$ cat src/rtl/dual_grant_arbiter_if.sv
// Bundle between request-side clients and the dual-channel arbiter.
//
// Handshake: a client requests by holding its bit of req high. A grant is
// announced by gnt_x_vld with the owner's 1-based ID on gnt_x_id (0 = none),
// and stays valid for as long as the channel is BUSY, regardless of req.
// The owner ends its tenure with a single-cycle rel_x pulse. rel_x seen while
// the channel is idle has no effect. tmo_x is a single-cycle notice that the
// arbiter reclaimed the channel itself (watchdog builds only).
interface dual_grant_arbiter_if #(
    parameter int N_REQ = 12,
    parameter int ID_W  = 4
);
    logic [N_REQ-1:0] req;
    logic             rel_a;
    logic             rel_b;
    logic             gnt_a_vld;
    logic [ID_W-1:0]  gnt_a_id;
    logic             gnt_b_vld;
    logic [ID_W-1:0]  gnt_b_id;
    logic [N_REQ-1:0] gnt_vec;
    logic [ID_W-1:0]  ptr;
    logic             tmo_a;
    logic             tmo_b;

    // Client side: raises requests and release pulses, observes grants.
    modport master (
        output req, rel_a, rel_b,
        input  gnt_a_vld, gnt_a_id, gnt_b_vld, gnt_b_id, gnt_vec, ptr, tmo_a, tmo_b
    );

    // Arbiter side.
    modport slave (
        input  req, rel_a, rel_b,
        output gnt_a_vld, gnt_a_id, gnt_b_vld, gnt_b_id, gnt_vec, ptr, tmo_a, tmo_b
    );
endinterface

$ cat src/rtl/dual_grant_arbiter.sv
// Round-robin arbiter handing two identical channels (A, B) to 12 requesters.
// A rotating pointer picks the first and second eligible requesters each
// cycle; a grant is held until its owner pulses rel_x.
// Optional build macro DGA_TIMEOUT_EN adds a per-channel busy watchdog that
// reclaims a channel after TIMEOUT_CYCLES busy cycles and pulses tmo_x.
// Channel FSM state is visible externally as gnt_a_vld / gnt_b_vld (BUSY=1).
module dual_grant_arbiter #(
    parameter int N_REQ          = 12,
    parameter int ID_W           = 4,
    parameter int TIMEOUT_CYCLES = 255
) (
    input  logic                  clk,
    input  logic                  rst_n,
    dual_grant_arbiter_if.slave   bus
);

    // The wrap arithmetic and ID encoding assume exactly 12 requesters.
    if (N_REQ != 12) begin : g_bad_nreq
        $error("dual_grant_arbiter: N_REQ must be 12");
    end
    if (TIMEOUT_CYCLES < 1) begin : g_bad_tmo
        $error("dual_grant_arbiter: TIMEOUT_CYCLES must be at least 1");
    end

    typedef enum logic {IDLE = 1'b0, BUSY = 1'b1} ch_state_e;

    ch_state_e        st_a, st_b, nxt_st_a, nxt_st_b;
    logic [ID_W-1:0]  nxt_id_a, nxt_id_b, nxt_ptr;
    logic             nxt_tmo_a, nxt_tmo_b;
    logic [N_REQ-1:0] held_mask, elig;
    logic             found1, found2;
    logic [ID_W-1:0]  first_idx, second_idx;
    logic [ID_W:0]    scan_pos;
    logic [ID_W-1:0]  scan_idx;
    logic             tmo_hit_a, tmo_hit_b;

    // 1-based ID to one-hot requester vector; ID 0 maps to nothing.
    function automatic logic [N_REQ-1:0] id_to_vec(input logic [ID_W-1:0] id);
        id_to_vec = '0;
        for (int i = 0; i < N_REQ; i++) begin
            if (id == ID_W'(i + 1)) id_to_vec[i] = 1'b1;
        end
    endfunction

    // Pointer successor, wrapping 11 -> 0.
    function automatic logic [ID_W-1:0] inc_ptr(input logic [ID_W-1:0] p);
        inc_ptr = (p == ID_W'(N_REQ - 1)) ? '0 : p + ID_W'(1);
    endfunction

`ifdef DGA_TIMEOUT_EN
    localparam int CNT_W = ($clog2(TIMEOUT_CYCLES + 1) > 8) ? $clog2(TIMEOUT_CYCLES + 1) : 8;
    logic [CNT_W-1:0] cnt_a, cnt_b;

    // Timeout fires on the edge that would bring the busy count to the limit,
    // unless the owner releases on that same edge.
    assign tmo_hit_a = (st_a == BUSY) && !bus.rel_a && (cnt_a == CNT_W'(TIMEOUT_CYCLES - 1));
    assign tmo_hit_b = (st_b == BUSY) && !bus.rel_b && (cnt_b == CNT_W'(TIMEOUT_CYCLES - 1));
`else
    assign tmo_hit_a = 1'b0;
    assign tmo_hit_b = 1'b0;
`endif

    // Eligible set and dual priority encode from the rotating pointer.
    always_comb begin
        held_mask = '0;
        if (st_a == BUSY) held_mask = held_mask | id_to_vec(bus.gnt_a_id);
        if (st_b == BUSY) held_mask = held_mask | id_to_vec(bus.gnt_b_id);
        elig       = bus.req & ~held_mask;
        found1     = 1'b0;
        found2     = 1'b0;
        first_idx  = '0;
        second_idx = '0;
        scan_pos   = '0;
        scan_idx   = '0;
        for (int k = 0; k < N_REQ; k++) begin
            scan_pos = {1'b0, bus.ptr} + (ID_W + 1)'(k);
            if (scan_pos >= (ID_W + 1)'(N_REQ)) scan_pos = scan_pos - (ID_W + 1)'(N_REQ);
            scan_idx = scan_pos[ID_W-1:0];
            if (elig[scan_idx]) begin
                if (!found1) begin
                    found1    = 1'b1;
                    first_idx = scan_idx;
                end else if (!found2) begin
                    found2     = 1'b1;
                    second_idx = scan_idx;
                end
            end
        end
    end

    // Next-state for both channel FSMs: release/timeout, then grant of idle channels.
    always_comb begin
        nxt_st_a  = st_a;
        nxt_st_b  = st_b;
        nxt_id_a  = bus.gnt_a_id;
        nxt_id_b  = bus.gnt_b_id;
        nxt_ptr   = bus.ptr;
        nxt_tmo_a = 1'b0;
        nxt_tmo_b = 1'b0;

        if (st_a == BUSY && bus.rel_a) begin
            nxt_st_a = IDLE;
            nxt_id_a = '0;
        end else if (tmo_hit_a) begin
            nxt_st_a  = IDLE;
            nxt_id_a  = '0;
            nxt_tmo_a = 1'b1;
        end

        if (st_b == BUSY && bus.rel_b) begin
            nxt_st_b = IDLE;
            nxt_id_b = '0;
        end else if (tmo_hit_b) begin
            nxt_st_b  = IDLE;
            nxt_id_b  = '0;
            nxt_tmo_b = 1'b1;
        end

        // Only channels idle in the current cycle take part, so a released
        // channel sits idle for exactly one cycle before its next owner.
        if (st_a == IDLE && st_b == IDLE) begin
            if (found1) begin
                nxt_st_a = BUSY;
                nxt_id_a = first_idx + ID_W'(1);
                nxt_ptr  = inc_ptr(first_idx);
                if (found2) begin
                    nxt_st_b = BUSY;
                    nxt_id_b = second_idx + ID_W'(1);
                    nxt_ptr  = inc_ptr(second_idx);
                end
            end
        end else if (st_a == IDLE) begin
            if (found1) begin
                nxt_st_a = BUSY;
                nxt_id_a = first_idx + ID_W'(1);
                nxt_ptr  = inc_ptr(first_idx);
            end
        end else if (st_b == IDLE) begin
            if (found1) begin
                nxt_st_b = BUSY;
                nxt_id_b = first_idx + ID_W'(1);
                nxt_ptr  = inc_ptr(first_idx);
            end
        end
    end

    // Channel state, registered outputs and (optionally) busy counters.
    always_ff @(posedge clk or negedge rst_n) begin
        if (!rst_n) begin
            st_a          <= IDLE;
            st_b          <= IDLE;
            bus.gnt_a_vld <= 1'b0;
            bus.gnt_a_id  <= '0;
            bus.gnt_b_vld <= 1'b0;
            bus.gnt_b_id  <= '0;
            bus.gnt_vec   <= '0;
            bus.ptr       <= '0;
            bus.tmo_a     <= 1'b0;
            bus.tmo_b     <= 1'b0;
`ifdef DGA_TIMEOUT_EN
            cnt_a         <= '0;
            cnt_b         <= '0;
`endif
        end else begin
            st_a          <= nxt_st_a;
            st_b          <= nxt_st_b;
            bus.gnt_a_vld <= (nxt_st_a == BUSY);
            bus.gnt_a_id  <= nxt_id_a;
            bus.gnt_b_vld <= (nxt_st_b == BUSY);
            bus.gnt_b_id  <= nxt_id_b;
            bus.gnt_vec   <= id_to_vec(nxt_id_a) | id_to_vec(nxt_id_b);
            bus.ptr       <= nxt_ptr;
            bus.tmo_a     <= nxt_tmo_a;
            bus.tmo_b     <= nxt_tmo_b;
`ifdef DGA_TIMEOUT_EN
            if (st_a == IDLE)      cnt_a <= '0;
            else                   cnt_a <= cnt_a + CNT_W'(1);
            if (st_b == IDLE)      cnt_b <= '0;
            else                   cnt_b <= cnt_b + CNT_W'(1);
`endif
        end
    end

endmodule
$ cat src/flat_wrapper.sv
// flat-port wrapper written by rule: the top's interface ports become plain ports
module dual_grant_arbiter_flat 
#(
    parameter int N_REQ          = 12,
    parameter int ID_W           = 4,
    parameter int TIMEOUT_CYCLES = 255
)
  (clk, rst_n, bus_req, bus_rel_a, bus_rel_b, bus_gnt_a_vld, bus_gnt_a_id, bus_gnt_b_vld, bus_gnt_b_id, bus_gnt_vec, bus_ptr, bus_tmo_a, bus_tmo_b);
  dual_grant_arbiter_if #(.N_REQ(N_REQ), .ID_W(ID_W)) bus_i ();
  input  logic clk;
  input  logic rst_n;
  input wire logic [$bits(bus_i.req)-1:0] bus_req;
  input wire logic [$bits(bus_i.rel_a)-1:0] bus_rel_a;
  input wire logic [$bits(bus_i.rel_b)-1:0] bus_rel_b;
  output wire logic [$bits(bus_i.gnt_a_vld)-1:0] bus_gnt_a_vld;
  output wire logic [$bits(bus_i.gnt_a_id)-1:0] bus_gnt_a_id;
  output wire logic [$bits(bus_i.gnt_b_vld)-1:0] bus_gnt_b_vld;
  output wire logic [$bits(bus_i.gnt_b_id)-1:0] bus_gnt_b_id;
  output wire logic [$bits(bus_i.gnt_vec)-1:0] bus_gnt_vec;
  output wire logic [$bits(bus_i.ptr)-1:0] bus_ptr;
  output wire logic [$bits(bus_i.tmo_a)-1:0] bus_tmo_a;
  output wire logic [$bits(bus_i.tmo_b)-1:0] bus_tmo_b;
  assign bus_i.req = bus_req;
  assign bus_i.rel_a = bus_rel_a;
  assign bus_i.rel_b = bus_rel_b;
  assign bus_gnt_a_vld = bus_i.gnt_a_vld;
  assign bus_gnt_a_id = bus_i.gnt_a_id;
  assign bus_gnt_b_vld = bus_i.gnt_b_vld;
  assign bus_gnt_b_id = bus_i.gnt_b_id;
  assign bus_gnt_vec = bus_i.gnt_vec;
  assign bus_ptr = bus_i.ptr;
  assign bus_tmo_a = bus_i.tmo_a;
  assign bus_tmo_b = bus_i.tmo_b;
  dual_grant_arbiter #(.N_REQ(N_REQ), .ID_W(ID_W), .TIMEOUT_CYCLES(TIMEOUT_CYCLES)) u_core (.clk(clk), .rst_n(rst_n), .bus(bus_i));
endmodule
$ cat config.mk
export PLATFORM = sky130hd
export DESIGN_NAME = dual_grant_arbiter_flat
export DESIGN_NICKNAME = d
export VERILOG_FILES = /design/src/rtl/dual_grant_arbiter_if.sv /design/src/rtl/dual_grant_arbiter.sv /design/src/flat_wrapper.sv
export SDC_FILE = /design/constraint.sdc
export NUM_CORES = 1
export LEC_CHECK = 0
export BUFFER_PORTS_ARGS = -buffer_cell sky130_fd_sc_hd__buf_2
export CAP_MARGIN = 20
export CORE_UTILIZATION = 57
export DETAILED_ROUTE_END_ITERATION = 10
export HOLD_SLACK_MARGIN = 0.08
export PLACE_DENSITY = 0.79
export SYNTH_ARGS = -nofsm -noshare
export SYNTH_HDL_FRONTEND = slang
export SYNTH_SLANG_ARGS = --single-unit
$ cat constraint.sdc
create_clock -name clk -period 6 [get_ports clk]
set_input_delay 1.2 -clock clk [delete_from_list [all_inputs] [get_ports clk]]
set_output_delay 1.2 -clock clk [all_outputs]
set_load 0.05 [all_outputs]
# --- Word-level counts from Yosys, hierarchy flattened ---
# Cells that the tools add are included.
totals:
  regBits: 26
  wordCells: 334
classes:
  bitwise_logic: 6
  eq_ne: 52
  n_lt_le_gt_ge: 24
  add_sub_neg: 25
  n_reduce_logical: 4
  n_mux: 217
ops:
  columns: ["cell", "count"]
  rows:
  - ["4-bit 2-to-1 mux", 86]
  - ["1-bit 2-to-1 mux", 117]
  - ["4-bit == test (second input constant)", 22]
  - ["4-bit by 3-bit == test with 1-bit output (second input constant)", 16]
  - ["4-bit by 5-bit less-than comparator with 1-bit output (second input constant)", 12]
  - ["5-bit by 4-bit greater-or-equal comparator with 1-bit output (second input constant)", 11]
  - ["1-bit binary-select mux with 4-bit select", 12]
  - ["4-bit subtractor (second input constant)", 12]
  - ["4-bit by 2-bit == test with 1-bit output (second input constant)", 8]
  - ["12-bit 2-to-1 mux", 2]
  - ["12-bit bitwise OR", 2]
  - ["4-bit by 3-bit adder with 5-bit output (second input constant)", 4]
  - ["4-bit by 4-bit adder with 5-bit output (second input constant)", 4]
  - ["4-bit by 1-bit == test with 1-bit output (second input constant)", 4]
  - ["12-bit AND", 1]
  - ["12-bit NOT", 1]
  - ["4-bit by 2-bit adder with 5-bit output (second input constant)", 2]
  - ["4-bit by 1-bit adder with 4-bit output (second input constant)", 2]
  - ["4-bit by 1-bit adder with 5-bit output (second input constant)", 1]
  - ["4-bit greater-or-equal comparator (second input constant)", 1]
  - ["1-bit logical AND", 3]
  - ["3-bit != test (second input constant)", 1]
  - ["2-bit by 1-bit != test with 1-bit output (second input constant)", 1]
  - ["1-bit NOT", 2]
  - ["2-bit AND reduction", 1]

# --- Depth between registers and ports, before layout ---
logic_depth:
  ltp_word: 49
  mapped_depth: 28
  mapped_depth_nobuf: 25

# --- Least setup slack after synthesis ---
# OpenSTA, ideal clock, no wires.
synth_path:
  kind: "register to register"
  startpoint: "reg u_core.bus.ptr[2]"
  endpoint: "reg u_core.bus.gnt_vec[1]"
  arrival_time_ps: 5813
  period_less_slack_ps: 5909
  stages_incl_launch_ff: 29
  path_slack_ps: 91
  n_path_buf: 3
  required_time_ps: 5904
  setup_ps: 96
  path_cell_list: "dfrtp_1 > ha_1 > buf_2 > a21boi_0 > nor2_1 > inv_1 > ha_1 > a22o_1 > or4_1 > a21o_1 > a41o_1 > o31ai_4 > or3_1 > buf_6 > o211ai_4 > o21a_1 > buf_4 > o31ai_2 > nor2_1 > a211o_1 > o21a_2 > inv_2 > ha_1 > inv_1 > and2_1 > o21ai_1 > nand4_2 > nand2b_1 > o32ai_2"
synth_between:
  elab_chain_cells: 44
  word_cells_on_any_way: 176
synth_rtl:
  columns: ["item", "line", "text"]
  rows:
  - ["start: declaration", "dual_grant_arbiter_if.sv:34", "output gnt_a_vld, gnt_a_id, gnt_b_vld, gnt_b_id, gnt_vec, ptr, tmo_a, tmo_b"]
  - ["start signal: assignment", "dual_grant_arbiter.sv:172", "bus.ptr <= nxt_ptr;"]
  - ["parallel branches: the longest is 40 deep, another holds 4-bit by 1-bit adder with 5-bit output", null, null]
  - ["4-bit 2-to-1 mux *", "dual_grant_arbiter.sv:121", "if (st_a == IDLE && st_b == IDLE) begin"]
  - ["via u_core.nxt_id_b[2]", "dual_grant_arbiter.sv:28", "logic [ID_W-1:0] nxt_id_a, nxt_id_b, nxt_ptr;"]
  - ["4-bit by 2-bit == test with 1-bit output *", "dual_grant_arbiter.sv:41", "if (id == ID_W'(i + 1)) id_to_vec[i] = 1'b1;"]
  - ["1-bit 2-to-1 mux *", "dual_grant_arbiter.sv:41", null]
  - ["12-bit bitwise OR *", "dual_grant_arbiter.sv:171", "bus.gnt_vec <= id_to_vec(nxt_id_a) | id_to_vec(nxt_id_b);"]
  - ["end signal: assignment", "dual_grant_arbiter.sv:171", null]
  - ["end: declaration", "dual_grant_arbiter_if.sv:34", null]
# Mark *: on every way through the listed nets, which the timed path passes. The select of a mux whose other input is x is not followed.
# A chain may end at the register's enable or synchronous reset.

# --- Final worst setup path ---
layout_path:
  startpoint: "reg u_core.bus.ptr[1]"
  endpoint: "reg u_core.bus.ptr[3]"
layout_between:
  elab_chain_cells: 42
  word_cells_on_any_way: 174
layout_rtl:
  columns: ["item"]
  rows:
  - ["parallel branches: the longest is 42 deep, another holds 4-bit by 1-bit adder with 5-bit output"]
# Parallel ways; which one is timed is not known. The select of a mux whose other input is x is not followed.

==> results.txt <==
----------------------------------------------------
[Critical path]
  Highest net fanout along the worst path ... 9
  Worst Setup Path Type ... register to register
  Sort of element at the start of the critical path ... register
  R2R Path Start ... u_core.bus.ptr[1]
  Slowest library cell on the worst path ... sky130_fd_sc_hd__nor4_1
  Critical Path End ... u_core.bus.ptr[3]
  CP max stage delay ... about 700 ps
  Arrival time reported for the critical path endpoint ... approximately 6000 ps
  Capturing element type of the critical path ... register
  Start point of the critical path ... u_core.bus.ptr[1]
  Data required time at the worst endpoint ... between 6000 and 7000 ps
  Reg-to-Reg End ... u_core.bus.ptr[3]
  Worst reg2reg path depth ... 23
  Worst path cell trace ... ha_1 -> and3b_1 -> nor2_1 -> inv_1 -> ha_1 -> a22o_1 -> or4_1 -> a21o_1 -> a41o_1 -> nor3_2 -> buf_4 -> nor2_1 -> buf_4 -> o2111a_1 -> o31ai_2 -> buf_4 -> o221ai_1 -> o311ai_2 -> a21oi_2 -> o2111ai_1 -> nor2_1 -> nor4_1 -> a21oi_1
  Setup slack of the worst register-to-register path ... approximately 130 ps

[Drt]
  Total via count after detailed routing ... 6764
  Detailed-route wire length per cell ... ~23 um
  DRC violations left ... 0
  Remaining antenna violation count ... 0
  Total wirelength of the detailed-routed design ... ~22 mm
  Number of design-rule violations left by the first detailed-router iteration ... 788
  Avg Vias per Cell ... approximately 7.3
  First drt pass iteration count ... 8

[Place]
  Dpl cells ... 915
  Placer Congestion ... 1.05
  Input/output buffers ... between 40 and 50
  Worst slack at placement ... between 30 and 40 ps
  Estimated wirelength of the detail-placed design ... ~17 mm

[Global route]
  Global-route congestion overflow total ... 0
  Initial antenna violation count ... 0
  Global-route wire length before repair ... between 30 and 40 mm
  GRT Overall Usage ... 42.4%
  Pin count of the biggest net entering global routing ... 38
  Via count of the first global-routing pass ... 6217

[Timing]
  Total setup violations reported at the end of the flow ... 0
  Worst-case headroom to the max-slew limit ... a little under half
  Setup WS post-layout ... 125 ps
  Sum of negative setup slack ... 0 ps
  Peak Freq ... 170 MHz
  Worst clock skew ... around 16 ps
  Time the worst path needs with I/O delays and setup ... slightly below 6000 ps
  Pins over their slew limit ... 0
  Worst slew pin tran ... 773 ps
  Final cycle utilization of the critical path ... 97.9%
  Final hold vios ... 0

[Floorplanning]
  Core region area ... around 9300 sq um
  Die width ... 100 um
  Overall die area ... around 10000 sq um
  Count of pins on the block boundary ... between 40 and 50
  Die boundary height ... ~100 um
  Starting utilization of the core area ... between 50% and 60%
  Standard-cell row count ... 35

[Synth]
  Flop and latch count out of synthesis ... 26
  Top cells by area, synth ... sky130_fd_sc_hd__dfrtp_1, sky130_fd_sc_hd__ha_1, sky130_fd_sc_hd__nand2_1, sky130_fd_sc_hd__nor2_1, sky130_fd_sc_hd__o21ai_0
  Share of the synthesized area in the top cell type ... a little under an eighth
  Adder-cell area share of the yosys netlist ... 6.14%
  Post-synthesis xor/xnor area fraction ... under 10%
  Post-synthesis cell type with the largest combined area ... sky130_fd_sc_hd__dfrtp_1
  Post-Synthesis Cell Area ... 5500 sq um
  Sequential share of the synthesized area ... a little under an eighth
  Synth Area in Compound Gates ... 43.4%
  Cell with the most instances after synthesis ... sky130_fd_sc_hd__nand2_1
  Synth top cells by count ... sky130_fd_sc_hd__nand2_1, sky130_fd_sc_hd__nor2_1, sky130_fd_sc_hd__o21ai_0
  Area fraction in and, or, nand and nor cells after synthesis ... 27.5%
  Largest family of logic cells by synthesized area ... compound AO/OA/AOI/OAI gates
  Number of flops mapped to enable cells by yosys ... 0
  Proportion of synthesized flip-flops having asynchronous set or reset ... 100%
  Count of cell types in the netlist ... roughly 110
  Predominant post-synthesis flop cell ... sky130_fd_sc_hd__dfrtp_1
  Mapped Cells ... 730
  Mux cell area share after synthesis ... roughly 1.9%
  Avg Inst Size Synth ... 7.53 sq um
  Synth warn ... 0

[Clock network]
  CTS H-tree depth ... 1
  Clk_lat worst skew ... about 290 ps
  TritonCTS clock tree ... done
  Hold_buf cts ... 0
  Library cell used as clock root buffer ... sky130_fd_sc_hd__clkbuf_8
  Number of buffers created by CTS ... 3
  Number of buffers on the longest clock path ... 2
  Register clock-pin slew on the reported worst setup and hold paths ... roughly 110 ps
  Total number of clock tree sinks ... 26

[Layout]
  Layout Utilization ... ~69%
  FF+latch area ... 653 sq um
  Area added between synthesis and finish ... 16.2%
  Filler instances ... 814
  Final cell count without fillers ... 931
  Final #Nets ... between 800 and 900
  Multi-input gate area in the final layout ... between 4000 and 5000 sq um
  Share of post-route cells with drive strength above 1 ... 25.7%

[Outcome]
  Result of the run ... complete, no violations

[Worst hold path]
  Hold path startpoint ... u_core.bus.ptr[1]
  Path type of the worst min-delay path ... register to register

[Flow run]
  Max-cap violation count ... 0

----------------------------------------------------
==> worst min-delay path by stage <==
stage / to / slack [ps] / cells after the start
2_1_floorplan: u_core.bus.gnt_a_id[0] / 900 / 0
3_3_place_gp: u_core.bus.gnt_b_vld / 740 / 3
3_5_place_dp: u_core.bus.gnt_b_vld / 740 / 3
4_1_cts: u_core.bus.gnt_b_vld / 780 / 3
5_1_grt: u_core.bus.ptr[1] / 800 / 2
6_report: u_core.bus.ptr[1] / 780 / 2
==> flip-flops by register name, summed over array words and instances, names as in the netlist <==
name	flops
u_core.bus.gnt_b_id	4
u_core.bus.gnt_vec	12
u_core.bus.gnt_a_vld	1
u_core.bus.ptr	4
u_core.bus.gnt_a_id	4
u_core.bus.gnt_b_vld	1
==> cells in the final DEF, fill, tap and decap left out, drive strengths merged, types with 20 or more instances in the layout <==
master,instances
o22ai,28
nor3,31
a21oi,39
o211ai,20
o21ai,52
ha,27
inv,26
nor2,58
nand2,66
dfrtp,26
nand3,20
buf,105
==> logic make-up after synthesis <==
| logic type | count (synthesis) |
|---|---|
| XOR/XNOR | 21 |
| other | 1 |
| multiplexers | 10 |
| AND/OR/NAND/NOR | 277 |
| flip-flops | 26 |
| AO/OA/AOI/OAI | 301 |
| adder cells (fa/ha/maj) | 27 |
| buffers and inverters | 67 |
==> layout make-up <==
type	count	area share, %
Antenna cell	1	0.0391
Clock buffer	3	0.646
Clock inverter	1	0.470
Inverter	28	1.64
Multi-Input combinational cell	638	73.7
Sequential cell	26	10.2
Tap cell	129	2.52
Timing Repair Buffer	105	10.8
==> through the flow <==
step	cell area [sq um]	hold slack, ps
finish	6390	776
global route	6390	800
detailed placement	6070	745
global placement	6070	738
floorplan	5500	904
CTS	6150	776
==> routing by layer <==
layer / up-vias / global-route usage (%) / share of wire [%]
li1: 3020 / - / -
met1: 3178 / 54.8 / 40
met2: 472 / 68.4 / 45
met3: 94 / 9.82 / 11
met4: 0 / 16.4 / 4.5
met5: - / 0 / 0
==> timing repair <==
action                                  CTS  global route
buffers inserted                          0            11
gates resized for setup                   3            38
endpoints found under the setup margin    1            18
pin swaps                                 0             5
==> critical path: cells and delay by family (launching register included) <==
kind	cells	cell delay, ps
buf+inv	4	590
flops	1	470
fa+ha+maj	2	420
simple gates	7	1990
compound gates	10	2240
Power is left out: the tool's default activity adds up to more than one toggle a clock period on the data nets, which glitch-free logic cannot reach.
